==> src/rtl/usb_tx_framer.sv <==
// usb_tx_framer: buffers payload words and serialises one framed packet over FT245 write cycles
module usb_tx_framer #(
    parameter int WR_END_CYCLE_TIME         = 25,
    parameter int WR_STROBE_START_TIME      = 5,
    parameter int WR_STROBE_STOP_TIME       = 15,
    parameter int WR_ZZZ_START_TIME         = 2,
    parameter int WR_ZZZ_STOP_TIME          = 22,
    parameter int HEADER_KEY_SYMBOL         = 85,
    parameter int HEADER_KEY_SYMBOL_NUMBER  = 12,
    parameter int TRAILER_KEY_SYMBOL        = 170,
    parameter int TRAILER_KEY_SYMBOL_NUMBER = 8,
    parameter int FIFO_DEPTH                = 16
) (
    input  logic        clk,
    input  logic        clrn,
    input  logic        FT_TXEn,
    output logic        FT_WR,
    output logic [7:0]  FT_DATA_Out,
    output logic        FT_DATA_OE,
    input  logic [15:0] word_in,
    input  logic        word_valid,
    output logic        word_ready,
    input  logic [15:0] service,
    input  logic        send,
    output logic        busy,
    output logic        done,
    output logic        overflow
);
    localparam int AW = $clog2(FIFO_DEPTH);
    localparam int CW = $clog2(WR_END_CYCLE_TIME + 1);
    localparam logic [CW-1:0] C_END = CW'(WR_END_CYCLE_TIME);
    localparam logic [CW-1:0] C_WS  = CW'(WR_STROBE_START_TIME);
    localparam logic [CW-1:0] C_WE  = CW'(WR_STROBE_STOP_TIME);
    localparam logic [CW-1:0] C_ZS  = CW'(WR_ZZZ_START_TIME);
    localparam logic [CW-1:0] C_ZE  = CW'(WR_ZZZ_STOP_TIME);
    localparam logic [7:0]    H_LAST = 8'(HEADER_KEY_SYMBOL_NUMBER - 1);
    localparam logic [7:0]    T_LAST = 8'(TRAILER_KEY_SYMBOL_NUMBER - 1);

    typedef enum logic [2:0] {IDLE, HEADER, LENGTH, SERVICE, PAYLOAD, TRAILER} state_t;

    state_t         state, state_n;
    logic [15:0]    mem [FIFO_DEPTH];
    logic [AW-1:0]  wp, rp;
    logic [AW:0]    occ;
    logic [15:0]    svc_r, len_r, word_r;
    logic [7:0]     bcnt, byte_v;
    logic [1:0]     txe_s, arm;
    logic [CW-1:0]  cnt;
    logic           act, full, wr_en, send_ok, cyc_end, last, pop, go;

    assign busy       = state != IDLE;
    assign full       = occ == (AW+1)'(FIFO_DEPTH);
    assign word_ready = ~busy & ~full;
    assign wr_en      = word_valid & word_ready;
    assign send_ok    = send & ~busy;
    assign cyc_end    = act & (cnt == C_END);
    assign pop        = cyc_end & (state == PAYLOAD) & bcnt[0];
    assign word_r     = mem[rp];
    // a new byte may follow the previous one on the very next clock, but never past the final trailer byte
    assign go         = arm[1] & ~txe_s[1] & busy & ~(cyc_end & last & (state == TRAILER)) & (~act | cyc_end);
    assign FT_WR      = act & (cnt >= C_WS) & (cnt < C_WE);
    assign FT_DATA_OE = act & (cnt >= C_ZS) & (cnt < C_ZE);

    // packet sequencing: next state, last-byte flag of each field and the byte to send
    always_comb begin
        state_n = state;
        last    = 1'b0;
        byte_v  = 8'h00;
        case (state)
            IDLE:    state_n = send_ok ? HEADER : IDLE;
            HEADER: begin
                last   = bcnt == H_LAST;
                byte_v = 8'(HEADER_KEY_SYMBOL);
                if (cyc_end & last) state_n = LENGTH;
            end
            LENGTH: begin
                last   = bcnt[0];
                byte_v = bcnt[0] ? len_r[7:0] : len_r[15:8];
                if (cyc_end & last) state_n = SERVICE;
            end
            SERVICE: begin
                last   = bcnt[0];
                byte_v = bcnt[0] ? svc_r[7:0] : svc_r[15:8];
                if (cyc_end & last) state_n = (occ == '0) ? TRAILER : PAYLOAD;
            end
            PAYLOAD: begin
                last   = bcnt[0] & (occ == (AW+1)'(1));
                byte_v = bcnt[0] ? word_r[7:0] : word_r[15:8];
                if (cyc_end & last) state_n = TRAILER;
            end
            TRAILER: begin
                last   = bcnt == T_LAST;
                byte_v = 8'(TRAILER_KEY_SYMBOL);
                if (cyc_end & last) state_n = IDLE;
            end
            default: state_n = IDLE;
        endcase
    end

    // state, field byte counter, latched packet fields and status flags
    always_ff @(posedge clk or negedge clrn) begin
        if (!clrn) begin
            state    <= IDLE;
            bcnt     <= '0;
            svc_r    <= '0;
            len_r    <= '0;
            overflow <= 1'b0;
            done     <= 1'b0;
            arm      <= '0;
        end else begin
            state    <= state_n;
            bcnt     <= (cyc_end & last) ? '0 : cyc_end ? bcnt + 8'd1 : bcnt;
            overflow <= send_ok ? 1'b0 : overflow | (word_valid & full & ~busy);
            done     <= cyc_end & last & (state == TRAILER);
            arm      <= busy ? {arm[0], 1'b1} : 2'b00;
            if (send_ok) begin
                svc_r <= service;
                len_r <= 16'(4 + TRAILER_KEY_SYMBOL_NUMBER) + 16'({occ, 1'b0}) + 16'({wr_en, 1'b0});
            end
        end
    end

    // payload FIFO pointers and occupancy; a clear empties the FIFO
    always_ff @(posedge clk or negedge clrn) begin
        if (!clrn) begin
            wp  <= '0;
            rp  <= '0;
            occ <= '0;
        end else begin
            if (wr_en) wp <= wp + AW'(1);
            if (pop) rp <= rp + AW'(1);
            if (wr_en & ~pop) occ <= occ + (AW+1)'(1);
            else if (pop & ~wr_en) occ <= occ - (AW+1)'(1);
        end
    end

    // payload storage
    always_ff @(posedge clk) begin
        if (wr_en) mem[wp] <= word_in;
    end

    // TXEn synchroniser and the timed byte write cycle
    always_ff @(posedge clk or negedge clrn) begin
        if (!clrn) begin
            txe_s       <= 2'b11;
            act         <= 1'b0;
            cnt         <= '0;
            FT_DATA_Out <= 8'h00;
        end else begin
            txe_s <= {txe_s[0], FT_TXEn};
            if (go) begin
                act <= 1'b1;
                cnt <= '0;
            end else if (cyc_end) begin
                act <= 1'b0;
            end else if (act) begin
                cnt <= cnt + CW'(1);
            end
            if (act & (cnt == '0)) FT_DATA_Out <= byte_v;
        end
    end
endmodule

==> config.mk <==
export PLATFORM = sky130hd
export DESIGN_NAME = usb_tx_framer
export DESIGN_NICKNAME = d
export VERILOG_FILES = /design/src/rtl/usb_tx_framer.sv
export SDC_FILE = /design/constraint.sdc
export NUM_CORES = 1
export LEC_CHECK = 0
export BUFFER_PORTS_ARGS = -buffer_cell sky130_fd_sc_hd__buf_2
export CORE_ASPECT_RATIO = 2
export CORE_MARGIN = 5
export CORE_UTILIZATION = 25
export CTS_CLUSTER_DIAMETER = 40
export DETAILED_ROUTE_END_ITERATION = 12
export PLACE_DENSITY_LB_ADDON = 0.1
export SYNTH_ARGS = -nofsm -noshare
export SYNTH_HDL_FRONTEND = slang
export SYNTH_SLANG_ARGS = --single-unit
export TNS_END_PERCENT = 100
==> constraint.sdc <==
create_clock -name clk -period 2.25 [get_ports clk]
set_input_delay 0.225 -clock clk [delete_from_list [all_inputs] [get_ports clk]]
set_output_delay 0.225 -clock clk [all_outputs]
set_load 0.05 [all_outputs]
* Yosys cells after proc, flatten, opt, wreduce, memory -nomap -nowiden
Memories as Yosys holds them, arrays and structs flattened.
Index checks and enable logic that the tools add are counted.
** Operators by class
- Add/sub/neg operators :: 8
- Order comparisons :: 4
- Eq/ne operators :: 16
- Mux-type cells :: 26
- Bitwise logic cells :: 35
- Reduce and logical (&&, ||, !) cells :: 11
** Operators with widths (count)
- $mux W8 :: 5
- $pmux W8 S5 :: 1
- $and A1 B1 Y1 :: 26
- $mux W5 :: 5
- $pmux W3 S6 :: 1
- $mux W3 :: 5
- $add A5 B1 Y5 const B :: 2
- $eq A5 B5 Y1 const B :: 2
- $logic_not A5 Y1 :: 2
- $add A4 B1 Y4 const B :: 2
- $add A7 B2 Y8 :: 1
- $add A8 B1 Y8 const B :: 1
- $eq A8 B3 Y1 const B :: 1
- $eq A8 B4 Y1 const B :: 1
- $reduce_bool A2 Y1 :: 4
- $add A4 B6 Y7 const A :: 1
- $mux W1 :: 7
- $not A1 Y1 :: 7
- $eq A3 B2 Y1 const B :: 2
- $eq A3 B3 Y1 const B :: 2
- $ne A2 B1 Y1 const B :: 3
- $ne A2 B2 Y1 const B :: 3
- $eq A5 B1 Y1 const B :: 1
- $ge A5 B2 Y1 const B :: 1
- other kinds (13) :: 14
** Storage, ports and cells
- Bits in registers :: 76
- Bits in writable memories :: 256
- Input bits :: 37
- Output and inout port bits :: 14
- Logic and storage cells :: 115
- Memories kept :: 1
** Memory list
- mem :: depth 16, bits a word 16, read ports 1, clocked after Yosys merged registers in 0, wr ports 1, RTL line 42 : logic [15:0] mem [FIFO_DEPTH];

* Logic depth before layout (Yosys ltp)
Gate-level depths: netlist (run 1).
- Depth in word-level cells :: 10
- Depth in mapped cells :: 12
- Depth with buffers taken out :: 12

* Worst setup path after synthesis (run 1)
Ideal clock, no wire load.
- Kind :: register to output
- From :: register cnt[1]
- To :: output FT_WR
- Arrival :: 3.261 ns
- Required time :: 2.025 ns
- Path slack :: -1.236 ns
- Stages on the path, launching flop included :: 6
- Buffers on the path :: 0
- Path through :: dfrtp_1 > inv_1 > ha_1 > or3_1 > a21oi_1 > a2111oi_0
** On the way
- Word-level cells in the longest chain between the ends :: 3
- Elaborated cells between the ends (all ways) :: 4
- Those cells by class :: order compare (2); bitwise (2)
** Ends and longest elaborated chain
- start, declared :: RTL line 48 : logic [CW-1:0] cnt;
- start signal, assigned :: RTL line 157 : cnt <= cnt + CW'(1);
- $ge A5 B3 Y1 :: RTL line 61 : assign FT_WR = act & (cnt >= C_WS) & (cnt < C_WE);
- $and A1 B1 Y1 :: RTL line 61
- $and A1 B1 Y1 (*) :: RTL line 61
- end, declared :: RTL line 17 : output logic FT_WR,
Mark *: on every way between the ends. The rest lies on a longest branch, timed or not.

* Final worst setup path (run 1)
- From :: register rp[0]
- To :: register FT_DATA_Out[6]
** On the way
- Word-level cells in the longest chain between the ends :: 3
** Ends and longest elaborated chain
- start, declared :: RTL line 43 : logic [AW-1:0] wp, rp;
- start signal, assigned :: RTL line 131 : if (pop) rp <= rp + AW'(1);
- $mem_v2 Z16 W16
- $mux W8 :: RTL line 88 : byte_v = bcnt[0] ? word_r[7:0] : word_r[15:8];
- $pmux W8 S5 :: RTL line 69 : case (state)
- end signal, assigned :: RTL line 159 : if (act & (cnt == '0)) FT_DATA_Out <= byte_v;
- end, declared :: RTL line 18 : output logic [7:0] FT_DATA_Out,
No other way between the ends.
A chain may end at the register's enable or synchronous reset.

==> results.md, run 1 <==
* Status: complete, but fails checks
* Violated checks: setup timing
* Fillers at 5172
* Core area at 53500 um^2
* First-pass GRT wire length at 61200 um
* Synthesized-area fraction occupied by and/or/nand/nor cells at 7.57%
* Gpl congestion at 0.819
* Net Count, Synth at 865
* Most common cell after layout, fill and taps aside: edfxtp_1
* Most frequent cells in the layout: edfxtp_1, buf_4, nand2_1
* Die ar. at 58800 um^2
* Hold path endpoint: overflow
* DIE WIDTH at 174 um
* #FFs+latches synth at 322
* CP endpoint kind: register
* Max H-tree Level at 2
* Fin. max-slew vios at 0
* Clock Skew at 0.0148 ns
* Worst Setup Start Kind: register
* Antenna Violating Nets Remaining at 0
* Hold path depth at 3
* Die height at 338 um
* Pwr dens at 1070 nW/um^2
* Area leader, netlist: edfxtp_1
* RR Endpoint: FT_DATA_Out[6]
* Layout cells sized above 1 at 37.1%
* Routed vias at 7848
* Share of the synthesized area in the top cell type at 57.1%
* Clock tree buffer depth at 3
* DRT Pass-1 Iters at 4
* TritonCTS clock tree: yes
* Vias in the first global route at 8700
* Top FF cell, synth: edfxtp_1
* Adder-cell share of the synthesized area at 1.77%
* Number of diodes at 0
* Final std cells w/o fill at 1727
* Placement Setup Slack at -0.230 ns
* WL final at 42000 um
* Clock sinks at 322
* Worst Path Arrival at 2.74 ns
* Final Net Count at 1083
* Worst IR Drop VDD at 0.456 mV
* Largest net degree at the start of global routing at 35
* Hold Path Origin: word_valid
* Reg2Reg Setup Slack at -0.06 ns
* Worst EP required at 2.68 ns
* Placed cells at 1622
* Period utilization at 103%
* Worst-path clk slew at 0.06 ns
* XOR/XNOR Fraction of Synth Area at 1.30%
* Lkg Pwr at 6.34 nW
* Initial core utilization at 25.2%
* Wire per inst at 24.3 um
* Max Clk Rate at 0.433 GHz
* Hold crit path type: input port to register
* Reg2reg start: rp[0]
* 1st-iter DRT viols at 413
* Worst r2r path cells at 7
* Setup ws final at -0.0588 ns
* Max-cap violations at 0
* Worst-path fanout max at 5
* Cells after Synth at 809
* Layout area overhead at 32.6%
* Number of buffers created by CTS at 41
* Syn Area/Cell at 16.6 um^2
* Critical path class: register to register
* Post-Syn Area at 13500 um^2
* Slew headroom at 59.4%
* Post-route DRC at 0
* Setup TNS at -0.129 ns
* I/O pin count at 51
* Ys Warns at 0
* Area of the multi-input gates at 4090 um^2
* Final Hold Viols at 0
* Gr ovfl total at 0
* Worst Max-Slew Pin Slew at 0.608 ns
* Proportion of synthesized area in mux cells at 13.0%
* Final setup viols at 3
* Hpwl dp at 29800 um
* Post-synth EDFFs at 256
* Sequential share of the synthesized area at 69.4%
* Core Rows at 120
* Post-route minimum period at 2.31 ns
* Clk_lat worst skew at 0.55 ns
* Distinct cells, synth at 62
* Largest cells by area after synthesis: edfxtp_1, dfrtp_1, mux4_2
* CTS root buf: clkbuf_16
* Ys async rst share at 20.5%
* Main combinational cell family by area after synthesis: multiplexers
* Drt via density at 4.54
* RSZ-0062 raised after global routing: true
* Antenna violations before repair at 1
* # port buffers at 50
* Total track usage at 14.4%
* Compound-Gate Fraction of Synth Area at 4.66%
* Register Area at 9350 um^2
## routing by layer
layer  vias to the layer above  track usage [%]  routed length [um]
met1                      4068             14.7               15000
met2                       126             29.3               24600
li1                       3600                -                   -
met5                         -                0                  13
met4                         2             4.84                1250
met3                        52             2.10                1140
## logic make-up after synthesis
logic type / after synthesis
flops: 322
simple gates: 209
compound gates: 93
mux: 89
buf+inv: 57
xor+xnor: 20
fa+ha+maj: 19
## how the worst max path moves through the flow
stage	startpoint	to	slack (ns)	depth (start not counted)
finish	rp[0]	FT_DATA_Out[6]	-0.06	7
floorplan	state[0]	len_r[5]	-0.01	12
detailed placement	rp[0]	FT_DATA_Out[2]	-0.23	8
CTS	rp[0]	FT_DATA_Out[6]	-0.11	7
global placement	rp[0]	FT_DATA_Out[2]	-0.24	8
global route	rp[0]	FT_DATA_Out[6]	-0.12	7
## through the flow
stage,hold slack (ns),cell area (um^2),total power [mW],utilization (%)
after global placement,0.268,16000,12.5,29.9
after global routing,0.0359,17800,20.1,33.4
after detailed placement,0.267,16000,12.5,29.9
final,0.0537,17800,19.1,33.4
after floorplan,-0.0706,13600,10.3,-
after CTS,0.0194,17700,19.3,33.1
## flip-flops by register name, summed over array words and instances, names as in the netlist, 3 cells and up
name and cells:
mem 256, state 3, bcnt 8, cnt 5, svc_r 16, wp 4
len_r 6, rp 4, occ 5, FT_DATA_Out 8
## cell usage after synthesis, drive strengths merged, types with 9 or more instances
library cell,n
edfxtp,256
nor2b,9
o21ai,22
nand2,92
nor3,11
a21oi,17
inv,17
dfrtp,64
clkbuf,18
ha,19
mux2i,22
buf,19
xnor2,12
nor2,26
and2,23
mux4,65
## critical path, cell delays in order (launching register included)
cell and delay (ns):
dfrtp_4 0.50, buf_12 0.15, mux4_2 0.49, mux4_2 0.52, nor2_2 0.12, buf_6 0.13
nor4_2 0.04, a211o_1 0.22
## where the power goes
group / switching, mW / internal [mW] / total, mW
Clock: 2.66 / 3.75 / 6.41
Sequential: 0.437 / 7.07 / 7.51
Combinational: 2.95 / 2.22 / 5.17
Total: 6.05 / 13.0 / 19.1
## timing repair
action	in CTS	in global routing
buffers inserted	8	7
cloned	1	0
setup endpoints to repair	110	93
hold buffers	18	0
pin swaps	13	13
resized for setup	39	24
endpoints found under the hold margin	46	0
## area by class of cell
class / count / area share (%)
well taps: 671 / 4.71
multi-input cells: 430 / 22.9
clock inverters: 24 / 1.19
repair buffers: 213 / 12.2
clock buffers: 48 / 6.14
flip-flops and latches: 322 / 52.4
inverters: 19 / 0.456
Note: power is estimated with default switching activity, not from simulation.
==> inputs of run 2 (changes only) <==
--- a/config.mk
+++ b/config.mk
@@ -5,6 +5,7 @@
 export SDC_FILE = /design/constraint.sdc
 export NUM_CORES = 1
 export LEC_CHECK = 0
+export ABC_AREA = 1
 export BUFFER_PORTS_ARGS = -buffer_cell sky130_fd_sc_hd__buf_2
 export CORE_ASPECT_RATIO = 2
 export CORE_MARGIN = 5
==> results.md, run 2 <==
* Antenna Violating Nets Remaining at 0 (unchanged)
* Worst IR Drop VDD at 0.454 mV (-0.38%)
* Final Net Count at 1515 (+40%)
* Lkg Pwr at 6.97 nW (+10%)
* Setup TNS at 0 ns (+0.129 ns)
* Hold Path Origin: word_in[15]
* Post-Syn Area at 13900 um^2 (+3.3%)
* Biggest regs: mem (256), svc_r (16)
* Largest Register: mem
* # port buffers at 50 (unchanged)
* Hpwl dp at 30200 um (+1.6%)
* Logic pwr share at 11.5% (-16 points)
* 1st-iter DRT viols at 497 (+20%)
* Largest cells by area after synthesis: edfxtp_1, nand2_1, dfrtp_1
* Top cells by count, synth: nand2_1, edfxtp_1, nand3_1
* Fillers at 5778 (+12%)
* Critical path class: register to register
* Die ar. at 60700 um^2 (+3.2%)
* Share of the synthesized area in the top cell type at 55.3% (-1.8 points)
* Power share of the clock group at 42.6% (+9.0 points)
* DRT Pass-1 Iters at 4 (unchanged)
* Worst EP required at 2.67 ns (about the same)
* Ys Warns at 0 (unchanged)
* Initial core utilization at 25.2% (about the same)
* Clk_lat worst skew at 0.56 ns (about the same)
* Gpl congestion at 0.792 (-3.2%)
* Most frequent cells in the layout: nand2_1, edfxtp_1, nand3_1
* Cells after Synth at 1321 (+63%)
* Setup crit start: occ[3]
* DP Area at 15900 um^2 (-0.66%)
* Reg2reg start: occ[3]
* Clock Skew at 0.0181 ns (+0.00325 ns)
* WL final at 44800 um (+6.6%)
* Distinct cells, synth at 42 (-32%)
* Gr ovfl total at 0 (unchanged)
* Vias in the first global route at 10400 (+20%)
* Clock tree buffer depth at 3 (unchanged)
* Placement Setup Slack at 0.0499 ns (+0.280 ns)
* Final setup viols at 0 (-3)
* Status: completed
* Fin. max-slew vios at 0 (unchanged)
* Switching share of power at 27.6% (-4.0 points)
* Setup ws final at 0.0944 ns (+0.153 ns)
* Pwr dens at 839 nW/um^2 (-22%)
* Wire per inst at 20.1 um (-17%)
* CTS root buf: clkbuf_16
* Flop pwr share at 45.9% (+6.6 points)
* Total track usage at 14.9% (+0.51 points)
* Post-synth EDFFs at 256 (unchanged)
* Ys async rst share at 20.5% (unchanged)
* P_int at 10.6 mW (-19%)
* Max H-tree Level at 2 (unchanged)
* Core area at 55300 um^2 (+3.4%)
* RSZ-0062 raised after global routing: true
* Worst Max-Slew Pin Slew at 0.435 ns (-0.173 ns)
* I/O pin count at 51 (unchanged)
* Period utilization at 95.8% (-6.8 points)
* Hold crit path type: input port to register
* DIE WIDTH at 177 um (+1.5%)
* Core Rows at 122 (+1.7%)
* Net Count, Synth at 1377 (+59%)
* Max reg flops at 256 (unchanged)
* Max-cap violations at 0 (unchanged)
* Most common cell after layout, fill and taps aside: nand2_1
* Slew headroom at 71.0% (+12 points)
* TritonCTS clock tree: yes
* Number of buffers created by CTS at 41 (unchanged)
* Most frequent cell after synthesis: nand2_1
* Largest net degree at the start of global routing at 64 (+83%)
* Area leader, netlist: edfxtp_1
* Drt via density at 4.36 (-4.1%)
* CP endpoint kind: register
* Layout area overhead at 25.3%
* Worst Path Arrival at 2.58 ns (-0.16 ns)
* Design area at 17400 um^2 (-2.3%)
* Worst Setup Start Kind: register
* Die height at 343 um (+1.6%)
* Post-route minimum period at 2.16 ns (-0.153 ns)
* Clock sinks at 322 (unchanged)
* Layout cells sized above 1 at 16.8% (-20 points)
* Final Hold Viols at 0 (unchanged)
* Antenna violations before repair at 0 (-1)
* Switching power at 4.04 mW (-33%)
* #FFs+latches synth at 322 (unchanged)
* Post-route DRC at 0 (unchanged)
* Top FF cell, synth: edfxtp_1
* Max Clk Rate at 0.464 GHz (+7.1%)
* Worst-path clk slew at 0.06 ns (about the same)
* First-pass GRT wire length at 67600 um (+11%)
* Routed vias at 9717 (+24%)
* Number of diodes at 0 (unchanged)
* Worst-path fanout max at 4 (-1)
* Syn Area/Cell at 10.5 um^2 (-37%)
* Sequential share of the synthesized area at 67.2% (-2.2 points)
## run 2: critical path, stage by stage, from the launching register on
cell,delay [ns]
dfrtp_1,0.43
inv_1,0.13
nand2_1,0.13
nor3_2,0.07
nor3_4,0.28
buf_4,0.17
ha_1,0.15
inv_1,0.06
ha_1,0.18
a21oi_1,0.18
xor2_1,0.15
o21ai_0,0.08
## run 2: final cells by class
class	instances	area [um^2]	area share (%)
clock buffers	44	1040	5.95
clock inverters	26	230	1.32
inverters	59	224	1.29
multi-input cells	880	4210	24.2
flip-flops and latches	322	9350	53.7
well taps	744	931	5.34
repair buffers	155	1440	8.25
## run 2: final timing paths
kind	to	slack, ns	cells past startpoint
worst min-delay path	mem[0][15]	0.08	1
worst min register to register	txe_s[1]	0.36	0
worst max register to register	len_r[5]	0.09	11
min in group asynchronous	cnt[4]	0.11	2
max in group asynchronous	svc_r[14]	1.52	3
worst max-delay path	len_r[5]	0.09	11
## run 2: through the flow
step	cells	power (mW)	hold WS [ns]	utilization, %
after floorplan	1321	7.73	-0.0706	-
after global placement	2138	8.53	0.152	28.7
after detailed placement	2138	8.53	0.156	28.7
after CTS	2227	14.9	0.0479	31.4
after global routing	2230	15.3	0.0659	31.5
final	2230	14.6	0.0753	31.5
## run 2: repair_timing
action,4_1_cts,5_1_grt
setup endpoints to repair,0,59
hold buffers,19,0
setup buffers,0,3
resized for setup,0,16
hold endpoints to repair,84,0
## run 2: kinds of logic (layout without fill, tap and decap cells)
| family | count (synthesis) | count (layout) | synth area share [%] |
|---|---|---|---|
| AOI/OAI and AO/OA | 50 | 50 | 1.96 |
| xor gates and xnor gates | 15 | 15 | 0.945 |
| adders and majority gates | 19 | 19 | 1.71 |
| buffers and inverters | 119 | 284 | 3.65 |
| DFF | 322 | 322 | 67.2 |
| muxes | 5 | 5 | 0.360 |
| and+or+nand+nor | 791 | 791 | 24.2 |
## run 2: power groups by stage
stage	logic (mW)	registers [mW]	clock network [mW]
final	1.68	6.71	6.22
after global routing	1.87	6.74	6.67
after CTS	1.72	6.71	6.45
after detailed placement	1.69	6.84	0
after global placement	1.69	6.84	0
after floorplan	0.794	6.94	0
## run 2: metal layers
layer	wire, um	vias up	GRT usage [%]
li1	-	4723	-
met1	16600	4742	16.0
met2	24900	183	28.9
met3	1440	69	1.81
met4	1890	0	6.28
met5	0	-	0
